## config.mk

```make
export PLATFORM = sky130hd
export DESIGN_NAME = modiff_stream_engine
export DESIGN_NICKNAME = d
export VERILOG_FILES = /design/src/rtl/modiff_pkg.sv /design/src/rtl/modiff_diff_acc.sv /design/src/rtl/modiff_stream_engine.sv
export SDC_FILE = /design/constraint.sdc
export NUM_CORES = 2
export LEC_CHECK = 0
export BUFFER_PORTS_ARGS = -buffer_cell sky130_fd_sc_hd__clkbuf_2
export CORE_UTILIZATION = 60
export DETAILED_ROUTE_END_ITERATION = 10
export GPL_TIMING_DRIVEN = 0
export PLACE_DENSITY = 0.76
export SLEW_MARGIN = 10
export SYNTH_ARGS = -nofsm -noshare
export SYNTH_HDL_FRONTEND = slang
export SYNTH_HIERARCHICAL = 1
export SYNTH_SLANG_ARGS = --single-unit
```

## constraint.sdc

```tcl
create_clock -name clk -period 5.2 [get_ports clk]
set_clock_uncertainty 0.15 [all_clocks]
set_input_delay 0.78 -clock clk [delete_from_list [all_inputs] [get_ports clk]]
set_output_delay 0.78 -clock clk [all_outputs]
set_load 0.05 [all_outputs]
```

## src/rtl/modiff_pkg.sv

```systemverilog
// Shared constants, FSM state type and width helpers for the modiff stream engine.
package modiff_pkg;

  localparam int MODE_AMDF = 0;
  localparam int MODE_SQR  = 1;

  typedef enum logic [1:0] {
    ST_FILL,
    ST_COMPUTE,
    ST_REPORT
  } state_t;

  // W terms of the per-sample metric never exceed this width, so the sum cannot overflow.
  function automatic int acc_width(input int data_width, input int mode, input int window_bits);
    return data_width * (mode + 1) + window_bits;
  endfunction

  function automatic int tau_width(input int max_tau);
    return $clog2(max_tau + 1);
  endfunction

endpackage

```

## src/rtl/modiff_diff_acc.sv

```systemverilog
// Difference/metric stage followed by the accumulator; sum is the running total including the
// metric currently waiting to be added, so the final value is visible one cycle before acc holds it.
module modiff_diff_acc
  import modiff_pkg::*;
#(
  parameter int DATA_WIDTH = 8,
  parameter int MODE       = MODE_AMDF,
  parameter int ACC_WIDTH  = 14
) (
  input  logic                  clk,
  input  logic                  reset,
  input  logic                  clear,
  input  logic                  in_valid,
  input  logic [DATA_WIDTH-1:0] a,
  input  logic [DATA_WIDTH-1:0] b,
  output logic [ACC_WIDTH-1:0]  sum
);

  localparam int MW = DATA_WIDTH * (MODE + 1);

  logic signed [DATA_WIDTH:0]     diff;
  logic signed [2*DATA_WIDTH+1:0] sq;
  logic        [DATA_WIDTH:0]     mag;
  logic        [MW-1:0]           metric_c;
  logic        [MW-1:0]           metric_q;
  logic                           metric_v;
  logic        [ACC_WIDTH-1:0]    acc;

  // NOTE: every variable is assigned on every pass through this block, so no latch can form.
  always_comb begin
    diff     = $signed({1'b0, a}) - $signed({1'b0, b});
    sq       = diff * diff;
    mag      = diff[DATA_WIDTH] ? $unsigned(-diff) : $unsigned(diff);
    metric_c = (MODE == MODE_SQR) ? MW'(sq) : MW'(mag);
  end

  assign sum = acc + (metric_v ? ACC_WIDTH'(metric_q) : '0);

  // NOTE: state registers use non-blocking assignments so all flops update together at the edge.
  always_ff @(posedge clk) begin
    if (reset) begin
      metric_v <= 1'b0;
      metric_q <= '0;
      acc      <= '0;
    end else begin
      metric_v <= in_valid;
      metric_q <= metric_c;
      acc      <= clear ? '0 : sum;
    end
  end

endmodule

```

## src/rtl/modiff_stream_engine.sv

```systemverilog
// Streaming difference-function engine: fills a circular buffer, sweeps tau over one window per
// frame, streams every d(tau), reports the argmin, then hops the frame base forward.
module modiff_stream_engine
  import modiff_pkg::*;
#(
  parameter int DATA_WIDTH       = 8,
  parameter int WINDOW_SIZE_BITS = 6,
  parameter int MIN_TAU          = 2,
  parameter int MAX_TAU          = 40,
  parameter int BUF_BITS         = 7,
  parameter int HOP              = 32,
  parameter int MODE             = MODE_AMDF,
  parameter int ACC_WIDTH        = acc_width(DATA_WIDTH, MODE, WINDOW_SIZE_BITS)
) (
  input  logic                             clk,
  input  logic                             reset,
  input  logic                             s_valid,
  output logic                             s_ready,
  input  logic [DATA_WIDTH-1:0]            s_data,
  output logic                             d_valid,
  output logic [tau_width(MAX_TAU)-1:0]    d_tau,
  output logic [ACC_WIDTH-1:0]             d_value,
  output logic                             r_valid,
  input  logic                             r_ready,
  output logic [tau_width(MAX_TAU)-1:0]    r_tau,
  output logic [ACC_WIDTH-1:0]             r_min,
  output logic                             busy
);

  localparam int W     = 1 << WINDOW_SIZE_BITS;
  localparam int DEPTH = 1 << BUF_BITS;
  localparam int TW    = tau_width(MAX_TAU);
  localparam int PW    = WINDOW_SIZE_BITS + 2;
  localparam int CW    = BUF_BITS + 1;

  localparam logic [PW-1:0] PH_ISSUE  = PW'(W);
  localparam logic [PW-1:0] PH_SUM    = PW'(W + 1);
  localparam logic [PW-1:0] PH_LAST   = PW'(W + 2);
  localparam logic [CW-1:0] FILL_NEED = CW'(W + MAX_TAU);
  localparam logic [CW-1:0] DEPTH_C   = CW'(DEPTH);
  localparam logic [CW-1:0] HOP_C     = CW'(HOP);
  localparam logic [TW-1:0] TAU_FIRST = TW'(MIN_TAU);
  localparam logic [TW-1:0] TAU_LAST  = TW'(MAX_TAU);

  state_t                state;
  logic [DATA_WIDTH-1:0] mem [DEPTH];
  logic [BUF_BITS-1:0]   base, addr_a, addr_b;
  logic [CW-1:0]         count;
  logic [TW-1:0]         tau, best_tau;
  logic [PW-1:0]         ph;
  logic [DATA_WIDTH-1:0] rd_a, rd_b;
  logic                  rd_v, issue, take, tau_done;
  logic [ACC_WIDTH-1:0]  sum, best;

  assign s_ready  = !reset && (state == ST_FILL) && (count < DEPTH_C);
  assign take     = s_valid && s_ready;
  assign busy     = (state != ST_FILL);
  assign issue    = (state == ST_COMPUTE) && (ph < PH_ISSUE);
  assign tau_done = (state == ST_COMPUTE) && (ph == PH_SUM);
  assign addr_a   = base + BUF_BITS'(ph);
  assign addr_b   = addr_a + BUF_BITS'(tau);

  // NOTE: the sample buffer has no reset; every entry is written before a frame can read it.
  always_ff @(posedge clk) begin
    if (take) mem[base + count[BUF_BITS-1:0]] <= s_data;
    rd_a <= mem[addr_a];
    rd_b <= mem[addr_b];
  end

  modiff_diff_acc #(
    .DATA_WIDTH(DATA_WIDTH),
    .MODE      (MODE),
    .ACC_WIDTH (ACC_WIDTH)
  ) u_diff_acc (
    .clk     (clk),
    .reset   (reset),
    .clear   (tau_done),
    .in_valid(rd_v),
    .a       (rd_a),
    .b       (rd_b),
    .sum     (sum)
  );

  // Per tau: phases 0..W-1 issue reads, W+1 captures the finished sum, W+2 carries the d_valid pulse.
  always_ff @(posedge clk) begin
    if (reset) begin
      state    <= ST_FILL;
      count    <= '0;
      base     <= '0;
      tau      <= TAU_FIRST;
      ph       <= '0;
      rd_v     <= 1'b0;
      best     <= '0;
      best_tau <= '0;
      d_valid  <= 1'b0;
      d_tau    <= '0;
      d_value  <= '0;
      r_valid  <= 1'b0;
      r_tau    <= '0;
      r_min    <= '0;
    end else begin
      rd_v    <= issue;
      d_valid <= 1'b0;
      unique case (state)
        ST_FILL: begin
          if (take) count <= count + 1'b1;
          tau <= TAU_FIRST;
          ph  <= '0;
          if (count >= FILL_NEED) state <= ST_COMPUTE;
        end
        ST_COMPUTE: begin
          ph <= ph + 1'b1;
          if (tau_done) begin
            d_valid <= 1'b1;
            d_tau   <= tau;
            d_value <= sum;
            if (tau == TAU_FIRST || sum < best) begin
              best     <= sum;
              best_tau <= tau;
            end
          end
          if (ph == PH_LAST) begin
            ph <= '0;
            if (tau == TAU_LAST) begin
              state   <= ST_REPORT;
              r_valid <= 1'b1;
              r_tau   <= best_tau;
              r_min   <= best;
            end else begin
              tau <= tau + 1'b1;
            end
          end
        end
        ST_REPORT: begin
          if (r_valid && r_ready) begin
            r_valid <= 1'b0;
            base    <= base + BUF_BITS'(HOP);
            count   <= count - HOP_C;
            state   <= ST_FILL;
          end
        end
        default: state <= ST_FILL;
      endcase
    end
  end

endmodule

```

## After elaboration in Yosys (flattened, before gate mapping)

Memory sizes are Yosys's and may differ from the RTL's. A register that Yosys moved wholly into a read port is not among the register bits.
Cells that the tools add are included.

| word-level totals | value |
|---|---|
| word-level logic and storage cells | 91 |
| output and inout port bits | 44 |
| RAM bits | 1024 |
| memories | 1 |
| flip-flop bits (word level) | 117 |
| input bits | 12 |

Memories:

| memory | depth | width | read ports | clocked after Yosys merged registers in | wr ports | RTL line | source |
|---|---|---|---|---|---|---|---|
| mem | 128 | 8 | 2 | 2 | 1 | modiff_stream_engine.sv:46 | `logic [DATA_WIDTH-1:0] mem [DEPTH];` |

| cells by class | value |
|---|---|
| $lt $le $gt $ge | 4 |
| multiplexer cells | 22 |
| $add $sub $neg | 11 |
| bitwise logic cells | 1 |
| equality and inequality tests | 12 |
| reductions and logical operators | 23 |

Operator list:

| operator | number |
|---|---|
| 2-to-1 mux 8 bit | 5 |
| one-hot mux 8 bit (2 select lines) | 2 |
| adder 8 x 1 -> 8 bit, second input constant | 2 |
| equality test 8 x 7 -> 1 bit, second input constant | 2 |
| adder 14 bit | 1 |
| adder 7 bit | 2 |
| less-than comparator 14 bit | 1 |
| 2-to-1 mux 6 bit | 2 |
| one-hot mux 6 bit (2 select lines) | 1 |
| AND reduction 3 bit | 4 |
| subtractor 8 x 8 -> 9 bit | 1 |
| >= comparator 8 x 7 -> 1 bit, second input constant | 1 |
| less-than comparator 8 x 7 -> 1 bit, second input constant | 1 |
| less-than comparator 8 bit, second input constant | 1 |
| 2-to-1 mux 2 bit | 4 |
| negation 8 bit | 1 |
| AND reduction 4 bit | 2 |
| nonzero test 2 bit | 4 |
| subtractor 8 x 6 -> 8 bit, second input constant | 1 |
| adder 7 x 6 -> 7 bit | 1 |
| adder 7 x 6 -> 7 bit, second input constant | 1 |
| adder 6 x 1 -> 6 bit, second input constant | 1 |
| equality test 6 x 2 -> 1 bit, second input constant | 1 |
| equality test 6 bit, second input constant | 1 |
| 14 further kinds | 30 |

## Depth between registers and ports, before layout

| depth | value |
|---|---|
| depth in word-level cells | 6 |
| gate-level depth with buffers | 18 |
| mapped depth without buffers | 17 |

## Modules after synthesis

The synthesis kept the hierarchy.

By module, submodules not included:

| module | area an instance (µm²) | instances | cells each | sequential area each (µm²) |
|---|---|---|---|---|
| modiff_stream_engine | 52421.5 | 1 | 3109 | 32851.5 |
| modiff_diff_acc | 1642.8 | 1 | 196 | 460.4 |

## Worst setup path after synthesis

OpenSTA, ideal clock, no wires.

| timing | value |
|---|---|
| path type | input port to flip-flop |
| start point | input reset |
| end point | memory mem[47][0] (enable) |
| path buffers | 2 |
| stages on the path | 6 |
| data required time | 4.680 ns |
| library setup time | 0.370 ns |
| data arrival time | 3.891 ns |
| path slack | 0.789 ns |
| path through | nor4_1 > and2_0 > clkbuf_1 > nand4_1 > clkbuf_1 > nor2_1 |

| on the way | value |
|---|---|
| word-level cells in the longest chain between the ends | 6 |

RTL lines:

| element | RTL line | source |
|---|---|---|
| from (decl) | modiff_stream_engine.sv:16 | `input logic reset,` |
| logical NOT 1 bit | modiff_stream_engine.sv:55 | `assign s_ready = !reset && (state == ST_FILL) && (count < DEPTH_C);` |
| logical AND 1 bit (2 in series) | modiff_stream_engine.sv:55 |  |
| logical AND 1 bit | modiff_stream_engine.sv:56 | `assign take = s_valid && s_ready;` |
| 2-to-1 mux 1 bit | modiff_stream_engine.sv:65 | `if (take) mem[base + count[BUF_BITS-1:0]] <= s_data;` |
| 2-to-1 mux 1 bit (implied by the code) | modiff_stream_engine.sv:65 |  |
| to (decl) | modiff_stream_engine.sv:46 |  |

Every way passes these cells.

## Worst setup path after layout

| timing | value |
|---|---|
| start point | register ph[1] |
| end point | register rd_b[5], read port of mem |

| on the way | value |
|---|---|
| word-level cells in the longest chain between the ends | 2 |

RTL lines:

| element | RTL line | source |
|---|---|---|
| from (decl) | modiff_stream_engine.sv:50 | `logic [PW-1:0] ph;` |
| from (signal assigned) | modiff_stream_engine.sv:112 | `ph <= ph + 1'b1;` |
| adder 7 bit | modiff_stream_engine.sv:60 | `assign addr_a = base + BUF_BITS'(ph);` |
| adder 7 x 6 -> 7 bit | modiff_stream_engine.sv:61 | `assign addr_b = addr_a + BUF_BITS'(tau);` |
| to (decl) | modiff_stream_engine.sv:51 | `logic [DATA_WIDTH-1:0] rd_a, rd_b;` |

Every way passes these cells.
A chain may end at the register's enable or synchronous reset.

==> summary.md <==
| Metric | Value |
|---|---|
| Status | `finished with violations` |
| Failing checks | `negative setup slack` |
| Hold-fix buffers at CTS | `0` |
| # IOs | `56` |
| Post-Syn Area per Cell | `~16 um2` |
| Nets | `3543` |
| Asr flop ratio synth | `0%` |
| Tot Pwr | `0.0196 W` |
| CP endpoint kind | `register` |
| HPWL Detailed | `122000 um` |
| Total Routing Usage GR | `39.7%` |
| Die height | `between 300 and 400 um` |
| Root Driver | `clkbuf_16` |
| Worst Hold Class | `in2reg` |
| Via count | `35.8k` |
| Fillers | `5667` |
| Final Max Slew Viols | `0` |
| Crit start category | `register` |
| RSZ-0062 raised after global routing | `false` |
| Final WS setup | `-156 ps` |
| Final hold slack | `189 ps` |
| Worst skew pair latency | `740 ps` |
| Dpl cell area | `0.0559 mm2` |
| Setup Fix Bufs, Post-CTS | `0` |
| Core Rows | `109` |
| Gr ovfl total | `0` |
| Pin count of the biggest net entering global routing | `129` |
| H-tree depth | `3` |
| Setup TNS | `-466 ps` |
| Slew @ Worst Pin | `1340 ps` |
| FF+latch count, synth | `1152` |
| Final setup viols | `7` |
| CTS tree | `yes` |
| Routed WL per cell | `~38 um` |
| Post-synth top flop | `edfxtp_1` |
| First-pass GRT wire length | `between 200000 and 300000 um` |
| Syn nets | `3367` |
| Setup CP Type | `reg2reg` |
| Initial DRC count | `6390` |
| DRT Wirelength | `178000 um` |
| First-pass DRT Iterations | `8` |
| Final ANT Viol Nets | `0` |
| Peak Freq | `between 0.15 and 0.2 GHz` |
| Number of buffers added on ports | `55` |
| Fin area | `approximately 0.060 mm2` |
| Vias in the first global route | `35.0k` |
| Area grow syn2layout | `11.6%` |
| Share of the clock period used by the worst path | `103%` |
| Max FO, Critical Path | `20` |
| DRC | `0` |
| CTS sink cnt | `1152` |
| Worst vdd ir | `0.346 mV` |
| Synth unique cells | `63` |
| Total core area | `0.0888 mm2` |
| Clock slew at reported path FFs | `approximately 60 ps` |
| Final min period | `5360 ps` |
| Post-Synthesis Cells | `3305` |
| Die Footprint | `0.0913 mm2` |
| Number of synthesized flops with an enable pin | `1024` |
| Leak | `~19 nW` |
| Chip Width | `302 um` |
| Post-placement setup slack | `-2470 ps` |
| Num CTS Buffers | `118` |
| Initial Utilization | `60.9%` |
| Post-synthesis sequential area ratio | `61.6%` |
| Vias per cell | `between 7 and 8` |
| Crit path required time | `5590 ps` |
| Maxcap violations | `0` |
| Final hold violation count | `0` |
| Synth Cell Area | `0.0541 mm2` |
| Yosys warns | `6` |
| GP Congestion | `1.06` |
| Clk buf depth | `3` |
| Initial antenna violation count | `13` |
| Power Dens Cells | `325 mW/mm2` |
| Share of cells above drive strength 1 | `24.6%` |
| Critical path arrival | `5740 ps` |
| Max_slew headroom | `10.6%` |
[state kept, by name, summed over array words and instances (netlist names), 8 cells and up]
register / flops
best: 14
mem: 1024
r_min: 14
count: 8
d_value: 14
rd_a: 8
u_diff_acc/acc: 14
ph: 8
rd_b: 8
u_diff_acc/metric_q: 8
[cell usage after synthesis (17+ instances only)]
cell type     n  share of area (%)
edfxtp_1   1024                 57
mux4_2      495                 21
nand2_1     387                2.7
nor2_1      198                1.4
mux2i_1     153                2.8
a21oi_1     145                1.3
clkbuf_1    133               0.92
dfxtp_1     128                4.7
nand3_1      57               0.53
buf_2        55               0.51
ha_1         47                1.1
o21ai_0      42               0.39
inv_1        35               0.24
o221ai_1     34               0.55
o22ai_1      33               0.38
a211oi_1     32               0.44
a221oi_1     32               0.52
and2_1       22               0.25
xor2_1       22               0.36
buf_4        19               0.26
xnor2_1      18               0.29
buf_1        17               0.12
nor2b_1      17               0.20
[placed cells by master (no fill, tap or decap), drive strengths merged, types with 8 or more instances in the layout]
master   count
buf         97
nand4       12
nor2b       17
clkbuf     337
bufinv      20
a32oi       15
mux2i      153
dfxtp      128
inv         39
o221ai      34
a31oi        9
nand3       57
mux4       497
nand2      387
nand2b       8
xor2        22
and3         8
nor2       198
a2111oi      9
xnor2       19
a21oi      148
a211oi      33
clkinv      41
a21o         9
a221oi      32
o22ai       33
ha          47
o21ai       42
and2        24
edfxtp    1024
[per-layer routing]
layer  GRT usage (%)  vias to the layer above  part of all wire, %
met5               0                        -                 0.11
met4            24.1                       16                  7.3
met3            14.5                      685                   15
met2            57.9                     3360                   44
met1            51.3                    18000                   33
li1                -                    13700                    -
[power breakdown]
part | switching, W | internal (W) | total (W)
combinational | 0.000231 | 0.0000548 | 0.000286
sequential | 0.00000964 | 0.0101 | 0.0101
clock | 0.00379 | 0.00542 | 0.00921
total | 0.00403 | 0.0156 | 0.0196
[worst paths after layout]
path	startpoint	end	slack, ps	cells past startpoint
worst max register to register	ph[1]	rd_b[5]	-160	12
worst max-delay path	ph[1]	rd_b[5]	-160	12
worst min register to register	r_min[2]	r_min[2]	310	2
worst min-delay path	r_ready	state[1]	190	4
[critical path, cell delays in order, from the launching register on]
cell	delay [ps]
dfxtp_1	420
clkbuf_2	370
buf_2	380
inv_4	280
fa_2	810
buf_2	390
clkbuf_4	420
clkbuf_2	410
mux4_2	420
nand2_1	90
a21oi_1	120
a2111oi_2	620
a21oi_1	250
[kinds of logic after synthesis]
logic type	Yosys count	share of synthesized area, %
flip-flops	1152	61.6
adder cells (fa/ha/maj)	50	1.20
multiplexers	656	23.7
AO/OA/AOI/OAI	395	4.82
AND/OR/NAND/NOR	745	5.83
XOR/XNOR	41	0.678
buffers and inverters	266	2.18
[repair_timing]
| action | in CTS | in global routing |
|---|---|---|
| setup endpoints to repair | 8 | 2 |
| hold endpoints to repair | 0 | 0 |
| gates resized for setup | 57 | 3 |
[layout make-up]
| class | instances | area, um2 | area share, % |
|---|---|---|---|
| sequential | 1152 | 33300 | 55.2 |
| timing repair buffer | 57 | 388 | 0.643 |
| clock inverter | 70 | 976 | 1.62 |
| tap | 1165 | 1460 | 2.42 |
| antenna | 6 | 15.0 | 0.0249 |
| clock buffer | 149 | 3240 | 5.36 |
| multi-input combinational | 1887 | 19700 | 32.7 |
| buffer | 228 | 1100 | 1.82 |
| inverter | 37 | 141 | 0.234 |
[per-stage QoR]
step / util, % / std cells
2_1_floorplan: - / 3305
3_3_place_gp: 62.8 / 4525
3_5_place_dp: 63.0 / 4527
4_1_cts: 67.9 / 4745
5_1_grt: 68.0 / 4745
6_report: 68.0 / 4751
No activity file was read; power rests on OpenSTA's default activity.
